File: src/rtl/pll_reset_pkg.sv
`timescale 1ns/1ps
`default_nettype none
// ============================================================================
// Module : pll_reset_pkg
// Desc   : State encoding, default phase lengths and output decode shared by
//          the PLL reset/lock sequencer.
// Rev    : 1.0 - initial release
// ============================================================================
package pll_reset_pkg;

    typedef enum logic [2:0] {
        ST_PLLRST    = 3'd0,
        ST_WAIT_LOCK = 3'd1,
        ST_FILTER    = 3'd2,
        ST_HOLD_MEM  = 3'd3,
        ST_HOLD_SYS  = 3'd4,
        ST_RUN       = 3'd5
    } state_t;

    localparam int c_def_sync_stages    = 2;
    localparam int c_def_pll_rst_cycles = 16;
    localparam int c_def_lock_timeout   = 50000;
    localparam int c_def_lock_filter    = 1024;
    localparam int c_def_mem_delay      = 256;
    localparam int c_def_sys_delay      = 64;
    localparam int c_def_cnt_w          = 16;
    localparam int c_relock_w           = 8;

    typedef struct packed {
        logic pll_rst;
        logic mem_rst;
        logic sys_rst;
        logic ready;
    } rst_outs_t;

    function automatic rst_outs_t decode_outputs(input state_t st);
        rst_outs_t o;
        o = '{pll_rst: 1'b0, mem_rst: 1'b1, sys_rst: 1'b1, ready: 1'b0};
        case (st)
            ST_PLLRST:   o.pll_rst = 1'b1;
            ST_HOLD_SYS: o.mem_rst = 1'b0;
            ST_RUN: begin
                o.mem_rst = 1'b0;
                o.sys_rst = 1'b0;
                o.ready   = 1'b1;
            end
            default: ;
        endcase
        return o;
    endfunction

endpackage
`default_nettype wire

File: src/rtl/bit_sync.sv
`timescale 1ns/1ps
`default_nettype none
// ============================================================================
// Module : bit_sync
// Desc   : N-stage single-bit synchronizer, asynchronously cleared to 0.
// Rev    : 1.0 - initial release
// ============================================================================
module bit_sync #(
    parameter int STAGES = 2
) (
    input  logic clk,
    input  logic rst,
    input  logic i_d,
    output logic o_q
);

    logic [STAGES-1:0] r_sync;

    if (STAGES < 2) begin : g_bad_stages
        $error("bit_sync: STAGES must be at least 2");
    end

    always_ff @(posedge clk or posedge rst) begin
        if (rst) begin
            r_sync <= '0;
        end else begin
            r_sync <= {r_sync[STAGES-2:0], i_d};
        end
    end

    assign o_q = r_sync[STAGES-1];

endmodule
`default_nettype wire

File: src/rtl/pll_reset_sequencer.sv
`timescale 1ns/1ps
`default_nettype none
// ============================================================================
// Module : pll_reset_sequencer
// Desc   : Pulses PLL reset, filters lock, then releases memory and SoC resets
//          in order; re-arms on lock loss and counts relock events.
// Rev    : 1.0 - initial release
// ============================================================================
module pll_reset_sequencer
    import pll_reset_pkg::*;
#(
    parameter int SYNC_STAGES    = c_def_sync_stages,
    parameter int PLL_RST_CYCLES = c_def_pll_rst_cycles,
    parameter int LOCK_TIMEOUT   = c_def_lock_timeout,
    parameter int LOCK_FILTER    = c_def_lock_filter,
    parameter int MEM_DELAY      = c_def_mem_delay,
    parameter int SYS_DELAY      = c_def_sys_delay,
    parameter int CNT_W          = c_def_cnt_w
) (
    input  logic                  clk,
    input  logic                  rst,
    input  logic                  locked,
    output logic                  pll_rst,
    output logic                  mem_rst,
    output logic                  sys_rst,
    output logic                  ready,
    output logic [c_relock_w-1:0] relock_count
);

    localparam longint c_cnt_span = longint'(1) << CNT_W;

    if (SYNC_STAGES < 2 ||
        PLL_RST_CYCLES < 1 || longint'(PLL_RST_CYCLES) >= c_cnt_span ||
        LOCK_TIMEOUT   < 1 || longint'(LOCK_TIMEOUT)   >= c_cnt_span ||
        LOCK_FILTER    < 1 || longint'(LOCK_FILTER)    >= c_cnt_span ||
        MEM_DELAY      < 1 || longint'(MEM_DELAY)      >= c_cnt_span ||
        SYS_DELAY      < 1 || longint'(SYS_DELAY)      >= c_cnt_span) begin : g_bad_params
        $error("pll_reset_sequencer: cycle parameter out of range for CNT_W");
    end

    localparam logic [CNT_W-1:0] c_pll_last  = CNT_W'(PLL_RST_CYCLES - 1);
    localparam logic [CNT_W-1:0] c_tmo_last  = CNT_W'(LOCK_TIMEOUT - 1);
    localparam logic [CNT_W-1:0] c_filt_last = CNT_W'(LOCK_FILTER - 1);
    localparam logic [CNT_W-1:0] c_mem_last  = CNT_W'(MEM_DELAY - 1);
    localparam logic [CNT_W-1:0] c_sys_last  = CNT_W'(SYS_DELAY - 1);

    logic                  w_lock_s;
    state_t                r_state;
    state_t                w_state_nxt;
    logic [CNT_W-1:0]      r_cnt;
    rst_outs_t             w_outs_nxt;
    logic                  w_relock_evt;
    logic                  r_pll_rst;
    logic                  r_mem_rst;
    logic                  r_sys_rst;
    logic                  r_ready;
    logic [c_relock_w-1:0] r_relock;

    bit_sync #(
        .STAGES (SYNC_STAGES)
    ) u_lock_sync (
        .clk (clk),
        .rst (rst),
        .i_d (locked),
        .o_q (w_lock_s)
    );

    // Lock loss is tested before any counter expiry so it always wins.
    always_comb begin
        w_state_nxt = r_state;
        unique case (r_state)
            ST_PLLRST: begin
                if (r_cnt == c_pll_last) w_state_nxt = ST_WAIT_LOCK;
            end
            ST_WAIT_LOCK: begin
                if (w_lock_s)                 w_state_nxt = ST_FILTER;
                else if (r_cnt == c_tmo_last) w_state_nxt = ST_PLLRST;
            end
            ST_FILTER: begin
                if (!w_lock_s)                 w_state_nxt = ST_WAIT_LOCK;
                else if (r_cnt == c_filt_last) w_state_nxt = ST_HOLD_MEM;
            end
            ST_HOLD_MEM: begin
                if (!w_lock_s)                w_state_nxt = ST_WAIT_LOCK;
                else if (r_cnt == c_mem_last) w_state_nxt = ST_HOLD_SYS;
            end
            ST_HOLD_SYS: begin
                if (!w_lock_s)                w_state_nxt = ST_WAIT_LOCK;
                else if (r_cnt == c_sys_last) w_state_nxt = ST_RUN;
            end
            ST_RUN: begin
                if (!w_lock_s) w_state_nxt = ST_WAIT_LOCK;
            end
            default: w_state_nxt = ST_PLLRST;
        endcase
    end

    assign w_outs_nxt   = decode_outputs(w_state_nxt);
    assign w_relock_evt = (r_state == ST_RUN) && (w_state_nxt == ST_WAIT_LOCK);

    // Outputs are registered from the next state so they always match r_state.
    always_ff @(posedge clk or posedge rst) begin
        if (rst) begin
            r_state   <= ST_PLLRST;
            r_cnt     <= '0;
            r_pll_rst <= 1'b1;
            r_mem_rst <= 1'b1;
            r_sys_rst <= 1'b1;
            r_ready   <= 1'b0;
            r_relock  <= '0;
        end else begin
            r_state   <= w_state_nxt;
            r_cnt     <= (w_state_nxt != r_state) ? '0 : r_cnt + 1'b1;
            r_pll_rst <= w_outs_nxt.pll_rst;
            r_mem_rst <= w_outs_nxt.mem_rst;
            r_sys_rst <= w_outs_nxt.sys_rst;
            r_ready   <= w_outs_nxt.ready;
            if (w_relock_evt && (r_relock != '1)) begin
                r_relock <= r_relock + 1'b1;
            end
        end
    end

    assign pll_rst      = r_pll_rst;
    assign mem_rst      = r_mem_rst;
    assign sys_rst      = r_sys_rst;
    assign ready        = r_ready;
    assign relock_count = r_relock;

endmodule
`default_nettype wire
File: config.mk
export PLATFORM = sky130hd
export DESIGN_NAME = pll_reset_sequencer
export DESIGN_NICKNAME = d
export VERILOG_FILES = /design/src/rtl/pll_reset_pkg.sv /design/src/rtl/bit_sync.sv /design/src/rtl/pll_reset_sequencer.sv
export SDC_FILE = /design/constraint.sdc
export NUM_CORES = 1
export LEC_CHECK = 0
export CORE_AREA = 2 2 44 77
export CTS_BUF_LIST = sky130_fd_sc_hd__clkbuf_2
export CTS_CLUSTER_SIZE = 25
export DETAILED_ROUTE_END_ITERATION = 7
export DIE_AREA = 0 0 46 79
export GPL_ROUTABILITY_DRIVEN = 0
export PLACE_DENSITY = 0.82
export SLEW_MARGIN = 10
export SYNTH_ARGS = -nofsm -noshare
export SYNTH_HDL_FRONTEND = slang
export SYNTH_SLANG_ARGS = --single-unit
File: constraint.sdc
create_clock -name clk -period 4.8 [get_ports clk]
set_input_delay 0.96 -clock clk [delete_from_list [all_inputs] [get_ports clk]]
set_output_delay 0.96 -clock clk [all_outputs]
set_load 0.01 [all_outputs]
# == After elaboration in Yosys (flattened, before gate mapping) ==
# Cells that the tools add are included.
# totals
out_inout_bits,12
reg_bits,33
word_cells,45
inputBits,3
ramBits,0
n_memories,0
latch_bits,0
romBits,0
# classes
div,0
mux,15
reduce_logical,5
bitwise,0
eq_ne,15
addsub,2
mul,0
shifts,0
n_lt_le_gt_ge,0
# op_table
operator,count
3-bit two-way mux,10
3-bit case mux with 6 select lines,1
16-bit by 1-bit adder with 16-bit output (second input constant),1
16-bit by 10-bit == test with 1-bit output (second input constant),1
16-bit == test (second input constant),1
16-bit by 4-bit == test with 1-bit output (second input constant),1
16-bit by 6-bit == test with 1-bit output (second input constant),1
16-bit by 8-bit == test with 1-bit output (second input constant),1
16-bit two-way mux,1
3-bit == test (second input constant),4
8-bit by 1-bit adder with 8-bit output (second input constant),1
8-bit != test (second input constant),1
3-bit by 1-bit == test with 1-bit output (second input constant),2
3-bit by 2-bit == test with 1-bit output (second input constant),2
3-bit logical NOT,2
3-bit != test,1
1-bit logical AND,2
1-bit two-way mux,2
2-bit two-way mux,1
2-bit OR reduction,1

# == Longest topological paths before layout ==
# Gate-level depths: netlist of run 1.
# depth
depth_word,7
mapped_depth,7
depth_no_buf,7

# == Hierarchy ==
# From an unflattened synthesis of run 1, not the netlist that was laid out.
# unflattened
hier_cells,169
area_unflattened_um2,1774.2
# by_module_without_submodules
mod,cells_each,n_inst,area_each_um2,seq_area_each_um2
pll_reset_sequencer,166,1,1720.4,779.5
bit_sync,3,1,53.8,50.0

# == Worst setup path before layout of run 1 ==
# OpenSTA, ideal clock, no wires.
# synth_path
path_type,register to register
startpoint,reg r_cnt[0]
endpoint,reg r_cnt[0]
n_path_buf,0
period_less_slack_ns,2.033
arrival_time_ns,1.908
t_required_ns,4.675
stages_incl_launch_ff,7
path_slack_ns,2.767
setup_ns,0.125
cell_sequence,dfrtp_1 ha_1 nand3_2 and4bb_2 a21oi_2 nor4_4 mux2_2
# synth_between
elab_chain_len,6
word_cells_on_any_way,18
classes_between,1 x add/sub; 6 x eq/ne; 11 x mux
# synth_rtl
element,line_no,rtl
from (decl),pll_reset_sequencer.sv:50,logic [CNT_W-1:0] r_cnt;
from (signal assigned),pll_reset_sequencer.sv:113,r_cnt <= (w_state_nxt != r_state) ? '0 : r_cnt + 1'b1;
16-bit by 6-bit == test with 1-bit output (tied with other cells),pll_reset_sequencer.sv:89,else if (r_cnt == c_sys_last) w_state_nxt = ST_RUN;
"3-bit two-way mux, on equally long branches (2 in series)",n/a,
3-bit case mux with 6 select lines,pll_reset_sequencer.sv:71,unique case (r_state)
3-bit != test,pll_reset_sequencer.sv:113,
16-bit two-way mux (*),pll_reset_sequencer.sv:113,
# Mark *: on every way between the ends. The rest lies on a longest branch, timed or not.
# A chain may end at the register's enable or synchronous reset.

# == Worst setup path after layout of run 1 ==
# layout_path
startpoint,reg r_cnt[0]
endpoint,reg r_cnt[3]
# Same word-level chain as after synthesis.

==> results.sh, run 1 <==
export IMPL_crit_required_ns=5.11
export IMPL_slew_violations=0
export IMPL_path_buf_inv=0
export IMPL_firstDrtPassIters=4
export IMPL_netlist_instances=176
export IMPL_ff2ff_setup_slack_ns=2.12
export IMPL_syn_area_um2=1850
export IMPL_layout_cells_non_filler=220
export IMPL_drt_met1_wl_um=1440
export IMPL_drc=0
export IMPL_grt_pass1_wl_um=6690
export IMPL_met3_length_um=90
export IMPL_rsz0062_at_grt="no"
export IMPL_placed_cell_area_um2=1980
export IMPL_wirelength_um=3740
export IMPL_asyncSetResetFlopFracSynth=1.00
export IMPL_ir_worst_vdd_mv=0.303
export IMPL_hold_path_depth=0
export IMPL_hold_end="u_lock_sync.r_sync[1]$_DFF_PP0_"
export IMPL_synthDistinctLibCells=45
export IMPL_drive_gt1_frac=0.136
export IMPL_setup_viol=0
export IMPL_slowest_delay_ns=0.82
export IMPL_synth_flop_cell="dfrtp_1"
export IMPL_timing_fmax_ghz=0.374
export IMPL_wl_per_cell_um=17.0
export IMPL_htreeDepth=2
export IMPL_ff2ff_path_depth=6
export IMPL_status="finished clean"
export IMPL_dp_hpwl_um=2660
export IMPL_synth_avg_cell_area_um2=10.5
export IMPL_synthTopCellsByCount="30 x dfrtp_1, 14 x nor2_1, 13 x xnor2_1, 10 x nand2_1"
export IMPL_min_period_over_period=0.557
export IMPL_syn_to_final_growth_pct=11.1
export IMPL_core_um2=3040
export IMPL_gr_total_overflow=0
export IMPL_fin_skew_ns=0.0166
export IMPL_final_nets=195
export IMPL_synth_seq_cells=33
export IMPL_start_util=0.608
export IMPL_antenna_found_initial=0
export IMPL_setup_tns_ns=0
export IMPL_cts_sinks=33
export IMPL_top_layer_used="met4"
export IMPL_crit_chain="ha_1 > nand3_2 > and4bb_2 > a21oi_2 > nor4_4 > mux2_2"
export IMPL_portBuffers=14
export IMPL_critPathLaunchType="register"
export IMPL_cpMaxStageDelayCell="nor4_4"
export IMPL_numCtsBuffers=5
export IMPL_num_antenna_cells=0
export IMPL_syn_num_nets=181
export IMPL_track_usage=0.251
export IMPL_hold_viol=0
export IMPL_crit_family="simple AND/OR/NAND/NOR gates"
export IMPL_finalPower_uw=724
export IMPL_timing_rr_start="r_cnt[0]$_DFF_PP0_"
export IMPL_power_density_nw_per_um2=353
export IMPL_fin_area_um2=2050
export IMPL_critPathKind="register to register"
export IMPL_grt_pass1_vias=1466
export IMPL_die_w_um=46
export IMPL_relSlewSlack=0.396
export IMPL_tritoncts="built"
export IMPL_placed_cells=212
export IMPL_synth_top_area_cell="dfrtp_1"
export IMPL_ios=15
export IMPL_cts_path_max_buffers=2
export IMPL_cts_resized=0
export IMPL_rows=27
export IMPL_vias=1386
export IMPL_yosysTopAreaCellShare=0.406
export IMPL_synthTopCellsByArea="dfrtp_1 41%, xnor2_1 6.2%, dfstp_2 4.3%"
export IMPL_cp_arrival_ns=2.99
export IMPL_yosysSeqAreaShare=0.449
export IMPL_drt_iter0_markers=17
export IMPL_r2r_end="r_cnt[3]$_DFF_PP0_"
export IMPL_nFillCells=235
export IMPL_yosysWarnings=0
export IMPL_die_area_um2=3630
export IMPL_leakage_nw=0.928
export IMPL_die_height_um=79
export IMPL_vias_per_cell=6.30
export IMPL_clk_transition_reported_paths_ns=0.19
export IMPL_cts_hold_buf=0
export IMPL_met2_length_um=2090
export IMPL_ant_nets=0
export IMPL_cp_max_fo=14
export IMPL_cp_end_kind="register"
export IMPL_period_needed_ns=2.68
export IMPL_synth_edf_count=0
export IMPL_yosysMostFrequentCell="dfrtp_1"
export IMPL_hold_class="register to register"
export IMPL_worst_pin_slew_ns=0.900
export IMPL_grt_max_degree=34
export IMPL_min_from="u_lock_sync.r_sync[0]$_DFF_PP0_"
export IMPL_clock_latency_ns=0.40
export IMPL_drv_cap=0
export IMPL_cts_root_buffer="clkbuf_2"
export IMPL_cts_setup_buffers=0
## where the power goes
part	total, mW	switching, mW	internal [mW]	leakage (nW)
Combinational	0.175	0.0955	0.0794	0.447
Sequential	0.357	0.0525	0.305	0.441
Clock	0.192	0.103	0.0888	0.0392
## final cells by class
type / count / area, µm² / share of cell area
clock inverters: 3 / 46.3 / 0.0225
inverters: 7 / 26.3 / 0.0128
repair buffers: 16 / 155 / 0.0756
multi-input cells: 127 / 935 / 0.455
clock buffers: 5 / 25.0 / 0.0122
flip-flops and latches: 33 / 830 / 0.404
well taps: 29 / 36.3 / 0.0177
## sequential cells by signal, summed over array words and instances, names as in the netlist
register,flops
relock_count,8
pll_rst,1
u_lock_sync.r_sync,2
r_state,3
r_cnt,16
sys_rst,1
mem_rst,1
ready,1
## cells in the final DEF (no fill, tap or decap), types with 2 or more instances in the layout
master / Yosys / routed
a211oi_1: 3 / 3
and3_1: 3 / 3
clkbuf_2: 0 / 5
clkdlybuf4s50_1: 0 / 14
a31oi_1: 3 / 3
ha_1: 2 / 2
nor2_1: 14 / 14
nand3b_1: 3 / 3
nand4bb_1: 2 / 2
nor3b_1: 4 / 4
nor4_4: 3 / 3
dfstp_2: 3 / 3
xor2_1: 7 / 7
buf_4: 1 / 2
nor2b_1: 5 / 5
xnor2_1: 13 / 13
nand3_1: 9 / 9
mux2i_1: 3 / 3
o211a_1: 3 / 3
mux2_2: 4 / 4
dfrtp_1: 30 / 30
nand4_1: 5 / 5
nand2_1: 10 / 10
nor4_1: 3 / 3
inv_1: 7 / 7
o21ai_0: 2 / 2
nor3_1: 9 / 9
## metrics by stage
stage | hold slack, ns | setup WS [ns] | util
6_report | 0.391 | 2.12 | 0.675
2_1_floorplan | 0.331 | 2.77 | -
4_1_cts | 0.395 | 2.15 | 0.675
5_1_grt | 0.400 | 1.93 | 0.675
3_5_place_dp | 0.359 | 2.18 | 0.652
3_3_place_gp | 0.331 | 2.27 | 0.652
## cells by family (layout without fill, tap and decap cells)
| logic type | after synthesis | count (layout) | share of synthesized area |
|---|---|---|---|
| muxes | 7 | 7 | 0.0406 |
| buffers and inverters | 16 | 31 | 0.0454 |
| DFF | 33 | 33 | 0.449 |
| xor gates and xnor gates | 20 | 20 | 0.0948 |
| adders and majority gates | 2 | 2 | 0.0135 |
| and+or+nand+nor | 80 | 80 | 0.283 |
| AOI/OAI and AO/OA | 18 | 18 | 0.0738 |
## metal layers
| metal | up-vias | GRT usage |
|---|---|---|
| li1 | 664 | - |
| met3 | 11 | 0.0500 |
| met2 | 31 | 0.426 |
| met5 | - | 0 |
| met4 | 0 | 0.100 |
| met1 | 680 | 0.295 |
## worst max-delay path by stage
stage                                  start                 end  slack, ns  cells after the start
after floorplan           r_cnt[0]$_DFF_PP0_  r_cnt[0]$_DFF_PP0_       2.77                      6
after global placement    r_cnt[0]$_DFF_PP0_  r_cnt[0]$_DFF_PP0_       2.27                      6
after detailed placement  r_cnt[0]$_DFF_PP0_  r_cnt[4]$_DFF_PP0_       2.18                      6
after CTS                 r_cnt[0]$_DFF_PP0_  r_cnt[4]$_DFF_PP0_       2.15                      6
after global routing      r_cnt[0]$_DFF_PP0_   pll_rst$_DFF_PP1_       1.93                      7
final                     r_cnt[0]$_DFF_PP0_  r_cnt[3]$_DFF_PP0_       2.12                      6
Power figures use the tool's default switching activity.
==> run 2, diff against run 1 <==
CORE_AREA = 2 2 48 83   (was 2 2 44 77)
DIE_AREA = 0 0 50 85   (was 0 0 46 79)
PLACE_DENSITY = 0.74   (was 0.82)
clock period = 2.2 ns   (was 4.8 ns; I/O delays follow)
==> run 2 against run 1 <==
Cell area rose by 6.9%. Via count is 4.8% higher. Die area increased by 17%. Utilization shrank 6.4 points. Clock power rose by 42%. Cell count grew 15%. Largest cell class unchanged. Clock-buffer cell count did not move. Combinational power grew to 3.4 times the previous value.
==> results.sh, run 2 (synthesis results as in run 1) <==
export IMPL_gr_usage_met3=0.0335
export IMPL_ff2ff_setup_slack_ns=0.05
export IMPL_hold_end="u_lock_sync.r_sync[1]$_DFF_PP0_"
export IMPL_setup_viol=0
export IMPL_ff2ff_path_depth=8
export IMPL_ant_nets=0
export IMPL_drv_cap=0
export IMPL_period_needed_ns=2.15
export IMPL_min_from="u_lock_sync.r_sync[0]$_DFF_PP0_"
export IMPL_cp_arrival_ns=2.46
export IMPL_die_area_um2=4250
export IMPL_cts_path_max_buffers=2
export IMPL_die_w_um=50
export IMPL_regMostFlops="r_cnt"
export IMPL_nFillCells=294
export IMPL_critPathKind="register to register"
export IMPL_most_common_layout_cells="29 x dfrtp_1, 18 x buf_4, 14 x nor2_1, 14 x clkdlybuf4s50_1, 13 x xnor2_1"
export IMPL_final_common_cell="dfrtp_1"
export IMPL_dp_hpwl_um=2980
export IMPL_ios=15
export IMPL_grt_pass1_vias=1472
export IMPL_wirelength_um=4120
export IMPL_numCtsBuffers=5
export IMPL_start_util=0.514
export IMPL_clkPwrFrac=0.171
export IMPL_fin_skew_ns=0.0180
export IMPL_clock_latency_ns=0.37
export IMPL_clk_transition_reported_paths_ns=0.18
export IMPL_track_usage=0.209
export IMPL_core_um2=3590
export IMPL_placed_cells=242
export IMPL_grt_max_degree=34
export IMPL_num_antenna_cells=0
export IMPL_leakage_nw=1.00
export IMPL_portBuffers=14
export IMPL_power_density_nw_per_um2=726
export IMPL_cts_root_buffer="clkbuf_2"
export IMPL_slew_violations=0
export IMPL_fin_area_um2=2190
export IMPL_largest_reg_flops=16
export IMPL_antenna_found_initial=0
export IMPL_hold_path_depth=0
export IMPL_drt_iter0_markers=46
export IMPL_grt_busiest_layer="met2"
export IMPL_gr_total_overflow=0
export IMPL_tritoncts="built"
export IMPL_setup_tns_ns=0
export IMPL_final_nets=212
export IMPL_status="finished clean"
export IMPL_layout_cells_non_filler=254
export IMPL_hold_viol=0
export IMPL_cp_max_fo=12
export IMPL_critPathLaunchType="register"
export IMPL_ir_worst_vdd_mv=0.582
export IMPL_vias=1452
export IMPL_timing_fmax_ghz=0.465
export IMPL_global_route_usage_met1=0.222
export IMPL_crit_required_ns=2.51
export IMPL_use_met2=0.377
export IMPL_min_period_over_period=0.978
export IMPL_worst_pin_slew_ns=0.421
export IMPL_wl_per_cell_um=16.2
export IMPL_p_seq_frac=0.454
export IMPL_cts_sinks=33
export IMPL_power_frac_comb=0.375
export IMPL_syn_to_final_growth_pct=18.8
export IMPL_swShare=0.359
export IMPL_firstDrtPassIters=5
export IMPL_die_height_um=85
export IMPL_rows=29
export IMPL_switching_power_uw=572
export IMPL_relSlewSlack=0.719
export IMPL_hold_class="register to register"
export IMPL_grt_pass1_wl_um=6780
export IMPL_timing_rr_start="r_cnt[1]$_DFF_PP0_"
export IMPL_r2r_end="r_cnt[8]$_DFF_PP0_"
export IMPL_p_int_mw=1.02
export IMPL_htreeDepth=2
export IMPL_vias_per_cell=5.72
export IMPL_placed_cell_area_um2=2110
export IMPL_cp_end_kind="register"
export IMPL_drive_gt1_frac=0.207
export IMPL_drc=0
-- run 2: worst max-delay path: stages (launching register included) --
cell and delay, ns:
dfrtp_1 0.45, ha_4 0.18, nand3_2 0.14, or3_1 0.45, o22ai_1 0.26, nor4_4 0.09, buf_12 0.16, buf_4 0.15
a211oi_1 0.21
-- run 2: timing repair --
item / 4_1_cts / 5_1_grt
hold buffers: 0 / 0
pin swaps: 1 / 3
gates cloned: 0 / 0
gates resized for setup: 2 / 1
endpoints found under the setup margin: 2 / 3
buffers inserted: 1 / 3
-- run 2: how the worst max path moves through the flow --
stage,start,endpoint,cells past startpoint
after detailed placement,r_cnt[1]$_DFF_PP0_,r_cnt[0]$_DFF_PP0_,7
after global routing,r_cnt[1]$_DFF_PP0_,r_cnt[8]$_DFF_PP0_,8
final,r_cnt[1]$_DFF_PP0_,r_cnt[8]$_DFF_PP0_,8
after CTS,r_cnt[1]$_DFF_PP0_,r_cnt[3]$_DFF_PP0_,7
after global placement,r_cnt[11]$_DFF_PP0_,r_cnt[0]$_DFF_PP0_,6
after floorplan,r_cnt[0]$_DFF_PP0_,r_cnt[0]$_DFF_PP0_,6
-- run 2: final cells by class --
cell class / count / area [µm²] / share of cell area
Multi-Input combinational cell: 127 / 947 / 0.432
Tap cell: 46 / 57.6 / 0.0262
Inverter: 7 / 26.3 / 0.0120
Timing Repair Buffer: 33 / 295 / 0.135
Clock buffer: 5 / 25.0 / 0.0114
Sequential cell: 33 / 831 / 0.379
Clock inverter: 3 / 12.5 / 0.00570
-- run 2: per-stage QoR --
stage,power [mW],utilization,setup slack (ns),hold WS (ns)
after floorplan,1.10,-,0.167,0.331
after global placement,1.22,0.588,0.0781,0.332
after detailed placement,1.26,0.588,0.0306,0.339
after CTS,1.54,0.602,0.0214,0.375
after global routing,1.67,0.611,-0.00839,0.380
final,1.59,0.611,0.0475,0.371
-- run 2: layer usage --
metal  vias up  wire length (µm)
met5         -                 0
met4         0               103
met3        10               100
met2        30              2330
met1       719              1600
li1        693                 -
-- run 2: power by group through the flow --
stage	clock [mW]	combinational [mW]	sequential, mW
after CTS	0.286	0.543	0.712
after floorplan	0	0.372	0.723
after detailed placement	0	0.539	0.722
after global routing	0.304	0.643	0.728
final	0.272	0.598	0.723
after global placement	0	0.503	0.717
==> run 3, diff against run 2 <==
CORE_AREA = 2 2 44 77   (was 2 2 48 83)
DIE_AREA = 0 0 46 79   (was 0 0 50 85)
PLACE_DENSITY = 0.82   (was 0.74)
clock period = 2.6 ns   (was 2.2 ns; I/O delays follow)
==> run 3 against run 2 <==
Sequential share of layout area increased by 2.2 points. Worst setup slack improved by 0.25 ns. Sequential cell count unchanged. Sequential power decreased by 13%. Largest power group unchanged. Largest cell class unchanged. Wire length decreased by 9.2%. Cell area decreased by 5.6%. Clock-buffer cell count unchanged. Worst hold slack improved by 0.0091 ns. Total power decreased by 16%. Clock power increased by 25%. Critical path depth decreased by 1. Utilization increased by 7.0 points. Critical path type unchanged.
==> results.sh, run 3 (synthesis results as in run 1) <==
export IMPL_fin_skew_ns=0.00514
export IMPL_period_needed_ns=2.30
export IMPL_most_common_layout_cells="30 x dfrtp_1, 14 x nor2_1, 14 x clkdlybuf4s50_1, 13 x xnor2_1, 10 x nand2_1"
export IMPL_numCtsBuffers=5
export IMPL_power_density_nw_per_um2=643
export IMPL_status="finished clean"
export IMPL_drive_gt1_frac=0.144
export IMPL_rsz0062_at_grt="no"
export IMPL_syn_to_final_growth_pct=12.1
export IMPL_crit_required_ns=2.89
export IMPL_fin_area_um2=2070
export IMPL_ff2ff_setup_slack_ns=0.30
export IMPL_start_util=0.608
export IMPL_cp_max_fo=14
export IMPL_final_common_cell="dfrtp_1"
export IMPL_grt_pass1_vias=1393
export IMPL_hold_path_depth=0
export IMPL_crit_chain="ha_1 > nand3_2 > and4bb_2 > a21oi_2 > nor4_4 > buf_4 > mux2_2"
export IMPL_critPathKind="register to register"
export IMPL_tritoncts="built"
export IMPL_ir_worst_vdd_mv=0.475
export IMPL_die_area_um2=3630
export IMPL_num_antenna_cells=0
export IMPL_vias=1398
export IMPL_gr_usage_met3=0.0432
export IMPL_slew_violations=0
export IMPL_setup_viol=0
export IMPL_fin_util=0.681
export IMPL_cp_end_kind="register"
export IMPL_placed_cell_area_um2=2000
export IMPL_clock_latency_ns=0.38
export IMPL_use_met2=0.392
export IMPL_min_period_over_period=0.884
export IMPL_placed_cells=215
export IMPL_global_route_usage_met1=0.290
export IMPL_final_nets=198
export IMPL_setup_tns_ns=0
export IMPL_track_usage=0.239
export IMPL_worst_pin_slew_ns=0.425
export IMPL_timing_fmax_ghz=0.435
export IMPL_cts_sinks=33
export IMPL_cts_root_buffer="clkbuf_2"
export IMPL_drc=0
export IMPL_grt_max_degree=34
export IMPL_vias_per_cell=6.27
export IMPL_wirelength_um=3750
export IMPL_ios=15
export IMPL_portBuffers=14
export IMPL_cpMaxStageDelayCell="dfrtp_1"
export IMPL_cts_setup_buffers=0
export IMPL_drt_iter0_markers=21
export IMPL_gr_total_overflow=0
export IMPL_cts_resized=0
export IMPL_grt_pass1_wl_um=6380
export IMPL_cts_path_max_buffers=2
export IMPL_antenna_found_initial=0
export IMPL_min_from="u_lock_sync.r_sync[0]$_DFF_PP0_"
export IMPL_hold_end="u_lock_sync.r_sync[1]$_DFF_PP0_"
export IMPL_leakage_nw=0.940
export IMPL_cp_arrival_ns=2.59
export IMPL_cts_hold_buf=0
export IMPL_drv_cap=0
export IMPL_clk_transition_reported_paths_ns=0.17
export IMPL_dp_hpwl_um=2680
export IMPL_r2r_end="r_cnt[0]$_DFF_PP0_"
export IMPL_wl_per_cell_um=16.8
export IMPL_rows=27
export IMPL_slowest_delay_ns=0.45
export IMPL_largest_reg_flops=16
export IMPL_htreeDepth=2
export IMPL_firstDrtPassIters=4
export IMPL_regMostFlops="r_cnt"
export IMPL_hold_class="register to register"
export IMPL_hold_viol=0
export IMPL_ant_nets=0
export IMPL_ff2ff_path_depth=7
export IMPL_die_w_um=46
export IMPL_timing_rr_start="r_cnt[0]$_DFF_PP0_"
export IMPL_relSlewSlack=0.717
export IMPL_grt_busiest_layer="met2"
export IMPL_critPathLaunchType="register"
export IMPL_die_height_um=79
export IMPL_core_um2=3040
export IMPL_layout_cells_non_filler=223
==> run 3: how the worst max path moves through the flow <==
stage          cells past startpoint            endpoint                from
5_1_grt                            7  r_cnt[3]$_DFF_PP0_  r_cnt[0]$_DFF_PP0_
3_5_place_dp                       7  r_cnt[0]$_DFF_PP0_  r_cnt[0]$_DFF_PP0_
4_1_cts                            7  r_cnt[0]$_DFF_PP0_  r_cnt[0]$_DFF_PP0_
2_1_floorplan                      6  r_cnt[0]$_DFF_PP0_  r_cnt[0]$_DFF_PP0_
6_report                           7  r_cnt[0]$_DFF_PP0_  r_cnt[0]$_DFF_PP0_
3_3_place_gp                       7  r_cnt[0]$_DFF_PP0_  r_cnt[0]$_DFF_PP0_
==> run 3: report_power, final <==
group	internal, mW	switching (mW)	total, mW
Combinational	0.160	0.202	0.363
Clock	0.159	0.182	0.341
Sequential	0.563	0.0642	0.627
==> run 3: critical path, delay by kind of cell (launching register included) <==
family	cells	cell delay, ns
AND/OR/NAND/NOR	3	0.83
buffers and inverters	1	0.25
flip-flops	1	0.45
AO/OA/AOI/OAI	1	0.08
adder cells (fa/ha/maj)	1	0.24
multiplexers	1	0.35
==> run 3: cell type report <==
type | count | area [µm²]
inverter | 7 | 26.3
clock buffer | 5 | 25.0
tap | 29 | 36.3
timing repair buffer | 19 | 178
multi-input combinational | 127 | 935
clock inverter | 3 | 41.3
sequential | 33 | 830
fill | 226 | 970
==> run 3: through the flow <==
stage	power (mW)	setup slack, ns	hold slack (ns)
2_1_floorplan	0.927	0.567	0.331
3_3_place_gp	0.975	0.396	0.334
3_5_place_dp	0.997	0.337	0.351
4_1_cts	1.34	0.306	0.391
5_1_grt	1.41	0.201	0.398
6_report	1.33	0.301	0.380
==> run 3: routing by layer <==
| layer | vias to the layer above | part of all wire |
|---|---|---|
| li1 | 667 | - |
| met3 | 10 | 0.023 |
| met1 | 692 | 0.39 |
| met5 | - | 0 |
| met4 | 0 | 0.027 |
| met2 | 29 | 0.56 |
